<file path="src/rtl/l2_arbiter_pkg.sv">
// Shared types for the L2 request arbiter: line/word types, FSM states and grant sources.
package l2_arbiter_pkg;

  localparam int LC3B_ADDR_W = 16;
  localparam int LC3B_LINE_W = 128;

  typedef logic [LC3B_ADDR_W-1:0] lc3b_word;
  typedef logic [LC3B_LINE_W-1:0] lc3b_cline;

  typedef enum logic [1:0] {
    IDLE    = 2'd0,
    SERVE_I = 2'd1,
    SERVE_D = 2'd2,
    DONE    = 2'd3
  } lc3b_arb_state;

  typedef enum logic {
    ARB_I = 1'b0,
    ARB_D = 1'b1
  } lc3b_arb_src;

  // A D-side request is only meaningful when exactly one of read/write is set.
  function automatic logic d_req_legal(input logic rd, input logic wr);
    return rd ^ wr;
  endfunction

endpackage

</file>
<file path="src/rtl/l2_arbiter_if.sv">
// Bundle of I-side, D-side and L2-side signals around the arbiter.
// slave: the arbiter's view; master: the requesters plus L2 as seen from outside.
interface l2_arbiter_if #(
  parameter int ADDR_W = 16,
  parameter int LINE_W = 128
);

  logic              i_read;
  logic [ADDR_W-1:0] i_address;
  logic              i_resp;
  logic [LINE_W-1:0] i_rdata;

  logic              d_read;
  logic              d_write;
  logic [ADDR_W-1:0] d_address;
  logic [LINE_W-1:0] d_wdata;
  logic              d_resp;
  logic [LINE_W-1:0] d_rdata;

  logic              l2_read;
  logic              l2_write;
  logic [ADDR_W-1:0] l2_address;
  logic [LINE_W-1:0] l2_wdata;
  logic              l2_resp;
  logic [LINE_W-1:0] l2_rdata;

  modport slave (
    input  i_read, i_address,
    input  d_read, d_write, d_address, d_wdata,
    input  l2_resp, l2_rdata,
    output i_resp, i_rdata,
    output d_resp, d_rdata,
    output l2_read, l2_write, l2_address, l2_wdata
  );

  modport master (
    output i_read, i_address,
    output d_read, d_write, d_address, d_wdata,
    output l2_resp, l2_rdata,
    input  i_resp, i_rdata,
    input  d_resp, d_rdata,
    input  l2_read, l2_write, l2_address, l2_wdata
  );

endinterface

</file>
<file path="src/rtl/l2_arbiter_grant.sv">
// Combinational grant pick between I and D requesters; zero latency, no state.
// L2_ARB_RR_EN selects round-robin on last_grant, otherwise fixed D-over-I priority.
module l2_arbiter_grant
  import l2_arbiter_pkg::*;
(
  input  logic        i_req,
  input  logic        d_req,
`ifdef L2_ARB_RR_EN
  input  lc3b_arb_src last_grant,
`endif
  output logic        gnt_vld,
  output lc3b_arb_src gnt_src
);

  always_comb begin
    gnt_vld = i_req | d_req;
    gnt_src = ARB_I;
    if (i_req && d_req) begin
`ifdef L2_ARB_RR_EN
      gnt_src = (last_grant == ARB_I) ? ARB_D : ARB_I;
`else
      gnt_src = ARB_D;
`endif
    end else if (d_req) begin
      gnt_src = ARB_D;
    end
  end

endmodule

</file>
<file path="src/rtl/l2_arbiter.sv">
// Merges I-cache and D-cache miss ports onto one L2 port; one grant per L2 transaction.
// Build option L2_ARB_RR_EN enables round-robin arbitration (default: fixed D-over-I).
module l2_arbiter
  import l2_arbiter_pkg::*;
#(
  parameter int ADDR_W = LC3B_ADDR_W,
  parameter int LINE_W = LC3B_LINE_W
) (
  input  logic         clk,
  input  logic         reset_n,
  l2_arbiter_if.slave  bus
);

  lc3b_arb_state     state, state_nxt;
  logic [ADDR_W-1:0] addr_q;
  logic [LINE_W-1:0] wdata_q;
  logic              op_wr_q;
  logic [LINE_W-1:0] i_rdata_q;
  logic [LINE_W-1:0] d_rdata_q;

  logic              i_req;
  logic              d_req;
  logic              gnt_vld;
  lc3b_arb_src       gnt_src;
  logic              take_grant;

  assign i_req      = bus.i_read;
  assign d_req      = d_req_legal(bus.d_read, bus.d_write);
  assign take_grant = (state == IDLE) && gnt_vld;

`ifdef L2_ARB_RR_EN
  lc3b_arb_src last_grant;

  always_ff @(posedge clk or negedge reset_n) begin
    if (!reset_n) begin
      last_grant <= ARB_I;
    end else if (take_grant) begin
      last_grant <= gnt_src;
    end
  end
`endif

  l2_arbiter_grant u_grant (
    .i_req      (i_req),
    .d_req      (d_req),
`ifdef L2_ARB_RR_EN
    .last_grant (last_grant),
`endif
    .gnt_vld    (gnt_vld),
    .gnt_src    (gnt_src)
  );

  always_ff @(posedge clk or negedge reset_n) begin
    if (!reset_n) begin
      state <= IDLE;
    end else begin
      state <= state_nxt;
    end
  end

  // Request fields are captured once at grant; requester changes during SERVE are ignored.
  always_ff @(posedge clk or negedge reset_n) begin
    if (!reset_n) begin
      addr_q  <= '0;
      wdata_q <= '0;
      op_wr_q <= 1'b0;
    end else if (take_grant) begin
      if (gnt_src == ARB_D) begin
        addr_q  <= bus.d_address;
        wdata_q <= bus.d_wdata;
        op_wr_q <= bus.d_write;
      end else begin
        addr_q  <= bus.i_address;
        op_wr_q <= 1'b0;
      end
    end
  end

  // Each side's rdata holds the last line it was given while the other side is served.
  always_ff @(posedge clk or negedge reset_n) begin
    if (!reset_n) begin
      i_rdata_q <= '0;
      d_rdata_q <= '0;
    end else begin
      if (state == SERVE_I && bus.l2_resp) begin
        i_rdata_q <= bus.l2_rdata;
      end
      if (state == SERVE_D && bus.l2_resp) begin
        d_rdata_q <= bus.l2_rdata;
      end
    end
  end

  always_comb begin
    state_nxt    = state;
    bus.l2_read  = 1'b0;
    bus.l2_write = 1'b0;
    bus.i_resp   = 1'b0;
    bus.d_resp   = 1'b0;
    bus.i_rdata  = i_rdata_q;
    bus.d_rdata  = d_rdata_q;

    case (state)
      IDLE: begin
        if (gnt_vld) begin
          state_nxt = (gnt_src == ARB_D) ? SERVE_D : SERVE_I;
        end
      end
      SERVE_I: begin
        bus.l2_read  = ~op_wr_q;
        bus.l2_write = op_wr_q;
        if (bus.l2_resp) begin
          bus.i_resp  = 1'b1;
          bus.i_rdata = bus.l2_rdata;
          state_nxt   = DONE;
        end
      end
      SERVE_D: begin
        bus.l2_read  = ~op_wr_q;
        bus.l2_write = op_wr_q;
        if (bus.l2_resp) begin
          bus.d_resp  = 1'b1;
          bus.d_rdata = bus.l2_rdata;
          state_nxt   = DONE;
        end
      end
      DONE: begin
        state_nxt = IDLE;
      end
      default: begin
        state_nxt = IDLE;
      end
    endcase
  end

  assign bus.l2_address = addr_q;
  assign bus.l2_wdata   = wdata_q;

  a_one_resp : assert property (@(posedge clk) disable iff (!reset_n)
    !(bus.i_resp && bus.d_resp));
  a_one_op : assert property (@(posedge clk) disable iff (!reset_n)
    !(bus.l2_read && bus.l2_write));

endmodule
</file>
<file path="src/flat_wrapper.sv">
// flat-port wrapper written by rule: the top's interface ports become plain ports
module l2_arbiter_flat import l2_arbiter_pkg::*;
#(
  parameter int ADDR_W = LC3B_ADDR_W,
  parameter int LINE_W = LC3B_LINE_W
)
  (clk, reset_n, bus_i_read, bus_i_address, bus_d_read, bus_d_write, bus_d_address, bus_d_wdata, bus_l2_resp, bus_l2_rdata, bus_i_resp, bus_i_rdata, bus_d_resp, bus_d_rdata, bus_l2_read, bus_l2_write, bus_l2_address, bus_l2_wdata);
  l2_arbiter_if #(.ADDR_W(ADDR_W), .LINE_W(LINE_W)) bus_i ();
  input  logic clk;
  input  logic reset_n;
  input wire logic [$bits(bus_i.i_read)-1:0] bus_i_read;
  input wire logic [$bits(bus_i.i_address)-1:0] bus_i_address;
  input wire logic [$bits(bus_i.d_read)-1:0] bus_d_read;
  input wire logic [$bits(bus_i.d_write)-1:0] bus_d_write;
  input wire logic [$bits(bus_i.d_address)-1:0] bus_d_address;
  input wire logic [$bits(bus_i.d_wdata)-1:0] bus_d_wdata;
  input wire logic [$bits(bus_i.l2_resp)-1:0] bus_l2_resp;
  input wire logic [$bits(bus_i.l2_rdata)-1:0] bus_l2_rdata;
  output wire logic [$bits(bus_i.i_resp)-1:0] bus_i_resp;
  output wire logic [$bits(bus_i.i_rdata)-1:0] bus_i_rdata;
  output wire logic [$bits(bus_i.d_resp)-1:0] bus_d_resp;
  output wire logic [$bits(bus_i.d_rdata)-1:0] bus_d_rdata;
  output wire logic [$bits(bus_i.l2_read)-1:0] bus_l2_read;
  output wire logic [$bits(bus_i.l2_write)-1:0] bus_l2_write;
  output wire logic [$bits(bus_i.l2_address)-1:0] bus_l2_address;
  output wire logic [$bits(bus_i.l2_wdata)-1:0] bus_l2_wdata;
  assign bus_i.i_read = bus_i_read;
  assign bus_i.i_address = bus_i_address;
  assign bus_i.d_read = bus_d_read;
  assign bus_i.d_write = bus_d_write;
  assign bus_i.d_address = bus_d_address;
  assign bus_i.d_wdata = bus_d_wdata;
  assign bus_i.l2_resp = bus_l2_resp;
  assign bus_i.l2_rdata = bus_l2_rdata;
  assign bus_i_resp = bus_i.i_resp;
  assign bus_i_rdata = bus_i.i_rdata;
  assign bus_d_resp = bus_i.d_resp;
  assign bus_d_rdata = bus_i.d_rdata;
  assign bus_l2_read = bus_i.l2_read;
  assign bus_l2_write = bus_i.l2_write;
  assign bus_l2_address = bus_i.l2_address;
  assign bus_l2_wdata = bus_i.l2_wdata;
  l2_arbiter #(.ADDR_W(ADDR_W), .LINE_W(LINE_W)) u_core (.clk(clk), .reset_n(reset_n), .bus(bus_i));
endmodule
</file>
<file path="config.mk">
export PLATFORM = sky130hd
export DESIGN_NAME = l2_arbiter_flat
export DESIGN_NICKNAME = d
export VERILOG_FILES = /design/src/rtl/l2_arbiter_pkg.sv /design/src/rtl/l2_arbiter_if.sv /design/src/rtl/l2_arbiter_grant.sv /design/src/rtl/l2_arbiter.sv /design/src/flat_wrapper.sv
export SDC_FILE = /design/constraint.sdc
export NUM_CORES = 1
export LEC_CHECK = 0
export BUFFER_PORTS_ARGS = -buffer_cell sky130_fd_sc_hd__buf_2
export CORE_AREA = 2 2 269 271
export CTS_CLUSTER_DIAMETER = 150
export CTS_CLUSTER_SIZE = 12
export DETAILED_ROUTE_END_ITERATION = 8
export DIE_AREA = 0 0 271 273
export GPL_ROUTABILITY_DRIVEN = 0
export GPL_TIMING_DRIVEN = 0
export SLEW_MARGIN = 20
export SYNTH_ARGS = -nofsm -noshare
export SYNTH_HDL_FRONTEND = slang
export SYNTH_SLANG_ARGS = --single-unit
</file>
<file path="constraint.sdc">
create_clock -name clk -period 5 [get_ports clk]
set_input_delay 0.25 -clock clk [delete_from_list [all_inputs] [get_ports clk]]
set_output_delay 0.25 -clock clk [all_outputs]
set_load 0.05 [all_outputs]
</file>
# Word level (Yosys, flattened, before mapping)
# Index checks and enable logic that the tools add are counted.
op_classes:
  reduce_logical: 8
  n_mux: 17
  bitwise: 3
  n_eq_ne: 5
ops:
  columns: ["op", "count"]
  rows:
  - ["$mux W128", 4]
  - ["$mux W16", 1]
  - ["$mux W1", 8]
  - ["$mux W2", 3]
  - ["$pmux W2 S3", 1]
  - ["$eq A2 B2 Y1 const B", 2]
  - ["$logic_and A1 B1 Y1", 4]
  - ["$ne A2 B1 Y1 const B", 2]
  - ["$reduce_and A2 Y1", 2]
  - ["$eq A2 B1 Y1 const B", 1]
  - ["$logic_not A2 Y1", 1]
  - ["$reduce_or A2 Y1", 1]
  - ["$not A1 Y1", 1]
  - ["$or A1 B1 Y1", 1]
  - ["$xor A1 B1 Y1", 1]
totals:
  regBits: 403
  output_inout_bits: 404

# Logic depth before layout (Yosys ltp)
depth:
  ltp_word: 6
  ltp_mapped: 7

# By module
# Synthesis repeated with hierarchy kept, for this count alone.
unflattened:
  hier_cells: 1195
  area_unflattened_um2: 18758.0
modules_own_cells:
  columns: ["mod", "seq_area_each_um2", "instances", "area_per_inst_um2", "cells_each"]
  rows:
  - ["l2_arbiter", 10084.7, 1, 18748.0, 1193]
  - ["l2_arbiter_grant", 0.0, 1, 10.0, 2]

# Worst setup path after synthesis
# No wires, ideal clock.
synth_path:
  kind: "flip-flop to output port"
  from: "reg u_core.state[0]"
  to: "out bus_d_rdata[120]"
  setup_slack_ns: 3.021
  path_stages_with_launch: 7
  n_path_buf: 1
  arrival_ns: 1.729
  path_cell_list: "dfrtp_1 > inv_1 > ha_1 > nand2_1 > inv_2 > buf_2 > mux2_2"
synth_between:
  elab_chain_cells: 2
synth_rtl:
  columns: ["item", "line", "rtl"]
  rows:
  - ["start: declaration", "l2_arbiter.sv:14", "lc3b_arb_state state, state_nxt;"]
  - ["start signal: assignment", "l2_arbiter.sv:57", "state <= state_nxt;"]
  - ["$eq A2 B2 Y1", "l2_arbiter.sv:103", "case (state)"]
  - ["$mux W128", "l2_arbiter.sv:103", null]
  - ["end: declaration", "flat_wrapper.sv:22", "output wire logic [$bits(bus_i.d_rdata)-1:0] bus_d_rdata;"]
# Every way passes these cells.

# Worst setup path in the final report
layout_path:
  from: "reg u_core.state[0]"
  to: "out bus_d_rdata[2]"
# The elaborated chain is that of the path after synthesis.

==> results.sh <==
export IMPL_yosysTopAreaCell="dfrtp_1"
export IMPL_rsz0062_at_grt="no"
export IMPL_drv_slew=0
export IMPL_syn_area_um2=18400
export IMPL_hold_violations=0
export IMPL_routedWlPerCell_um=19.6
export IMPL_fin_crit_ps=3280
export IMPL_cts_made_buffers=39
export IMPL_start_kind="register"
export IMPL_post_route_period_util_pct=65.5
export IMPL_layout_nets=2472
export IMPL_drive_gt1_share_pct=68.8
export IMPL_hp_class="in -> reg"
export IMPL_antenna_found_initial=3
export IMPL_min_to="u_core.bus.l2_address[0]$_DFFE_PN0P_"
export IMPL_drt_iter0_markers=349
export IMPL_grt_pass1_wl_um=91100
export IMPL_die_h_um=273
export IMPL_fin_ws_ps=1720
export IMPL_layout_commonest_cell="buf_2"
export IMPL_initial_core_util_pct=25.9
export IMPL_worst_ep_required_time_ps=4750
export IMPL_cts_max_path_buffers=3
export IMPL_core_region_area_um2=71000
export IMPL_dieArea_um2=74000
export IMPL_worstPathArrival_ps=3030
export IMPL_final_cell_mix="buf_2 (719), mux2_2 (675), dfrtp_1 (403), dlygate4sd3_1 (257), clkbuf_16 (40)"
export IMPL_numClockSinks=403
export IMPL_tritoncts="built"
export IMPL_max_freq_ghz=0.305
export IMPL_syn2layout_area_growth_pct=45.9
export IMPL_min_path_cells=3
export IMPL_post_place_ws_ps=2140
export IMPL_ctsHtreeMaxLevel=2
export IMPL_rrSetupSlack_ps=2700
export IMPL_syn_area_per_cell_um2=15.7
export IMPL_ant_nets=0
export IMPL_rows=98
export IMPL_grt_remaining_overflow=0
export IMPL_ff2ff_path_depth=6
export IMPL_hp_start="bus_d_address[0]"
export IMPL_worstReg2RegStart="u_core.state[0]$_DFFE_PN0P_"
export IMPL_drc=0
export IMPL_hpwl_um=45500
export IMPL_synth_cells=1173
export IMPL_die_w_um=271
export IMPL_io_pins=698
export IMPL_endpoint_kind="primary output"
export IMPL_drtPass1Iterations=6
export IMPL_grt_max_degree=95
export IMPL_clk_latency_ps=560
export IMPL_yosysTopAreaCellShare_pct=54.9
export IMPL_outcome="complete, no violations"
export IMPL_clk_pin_slew_ps=70
export IMPL_final_fill_count=6749
export IMPL_drv_cap=0
export IMPL_skew_ps=22.8
export IMPL_max_slew_margin_pct=61.7
export IMPL_tightestPinTransition_ps=574
export IMPL_routed_wl_um=61200
export IMPL_grt_total_usage_pct=15.9
export IMPL_num_vias=13630
export IMPL_multi_input_area_um2=7730
export IMPL_worstReg2RegEnd="u_core.d_rdata_q[27]$_DFFE_PN0P_"
export IMPL_finalSetupViolCount=0
export IMPL_synth_cell_types=17
export IMPL_io_buffers=697
export IMPL_crit_type="reg -> out"
export IMPL_hold_slack_ps=48.0
export IMPL_regArea_um2=10100
export IMPL_synth_nets=1472
export IMPL_yosysWarnings=0
export IMPL_grt_pass1_vias=15132
export IMPL_post_cts_buffers=0
export IMPL_cts_root_buffer="clkbuf_16"
export IMPL_ys_top_cells_by_area="dfrtp_1 (55%), mux2_2 (41%), buf_4 (1.5%)"
export IMPL_synth_seq_cells=403
export IMPL_ys_seq_area_share_pct=54.9
export IMPL_critical_path_max_fanout=10
export IMPL_vias_per_cell=4.36
-- per-layer routing --
layer | wire length [µm] | track usage [%] | share of wire, % | vias to the layer above
li1 | - | - | - | 6216
met1 | 23700 | 18.0 | 39 | 6818
met2 | 31200 | 28.6 | 51 | 479
met3 | 3860 | 4.00 | 6.3 | 115
met4 | 2460 | 6.47 | 4.0 | 2
met5 | 16 | 0 | 0.026 | -
-- area by class of cell --
cell class / instances / area share, %
flip-flops and latches: 403 / 37.6
multi-input cells: 691 / 28.9
repair buffers: 959 / 23.2
well taps: 950 / 4.43
clock buffers: 40 / 3.73
plain buffers: 71 / 1.94
clock inverters: 3 / 0.121
inverters: 8 / 0.112
diodes: 3 / 0.0280
-- Yosys cell counts (all sizes together) --
cell type	n
o21ai	4
mux2	675
dfrtp	403
nand2b	1
and2	1
nand3b	1
nand2	2
nor2b	1
inv	8
buf	71
ha	5
nor2	1
-- critical path, stage by stage (launching register included) --
cell and delay, ps:
dfrtp_1 380, inv_1 90, ha_1 200, nand2_1 310, buf_2 430, buf_2 440, mux2_2 390, buf_2 210
-- registers in the layout, summed over array words and instances, names as in the netlist --
signal	cells
u_core.state	2
u_core.bus.l2_wdata	128
u_core.op_wr_q	1
u_core.d_rdata_q	128
u_core.bus.l2_address	16
u_core.i_rdata_q	128
-- how the worst max path moves through the flow --
stage	from	end	cells after the start
5_1_grt	u_core.state[0]$_DFFE_PN0P_	bus_d_rdata[4]	7
4_1_cts	u_core.state[0]$_DFFE_PN0P_	bus_d_rdata[2]	7
2_1_floorplan	u_core.state[0]$_DFFE_PN0P_	bus_d_rdata[120]	6
3_3_place_gp	reset_n	u_core.bus.l2_wdata[118]$_DFFE_PN0P_	1
3_5_place_dp	u_core.state[0]$_DFFE_PN0P_	bus_d_rdata[2]	7
6_report	u_core.state[0]$_DFFE_PN0P_	bus_d_rdata[2]	7
-- logic make-up (layout without fill, tap and decap cells) --
kind of cell | after synthesis | count (layout) | synth area share [%]
buf+inv | 79 | 1081 | 3.00
compound gates | 4 | 4 | 0.170
simple gates | 7 | 7 | 0.218
other cells | 0 | 3 | 0
fa+ha+maj | 5 | 5 | 0.341
flops | 403 | 403 | 54.9
mux | 675 | 675 | 41.4
-- per-stage QoR --
stage                     util (%)  instance area, µm²  TNS [ps]  instances
final                         37.8               26800         0       3128
after global routing          37.8               26800         0       3127
after CTS                     37.7               26800         0       3125
after detailed placement      32.7               23200         0       2825
after global placement        32.5               23000  -1736700       2820
after floorplan                  -               18400         0       1173
-- what timing repair did --
item | in CTS | in global routing
gates resized for setup | 0 | 0
hold buffers | 257 | 0
endpoints found under the hold margin | 554 | 0
Power is left out: the tool's default activity adds up to more than one toggle a clock period on the data nets, which glitch-free logic cannot reach.
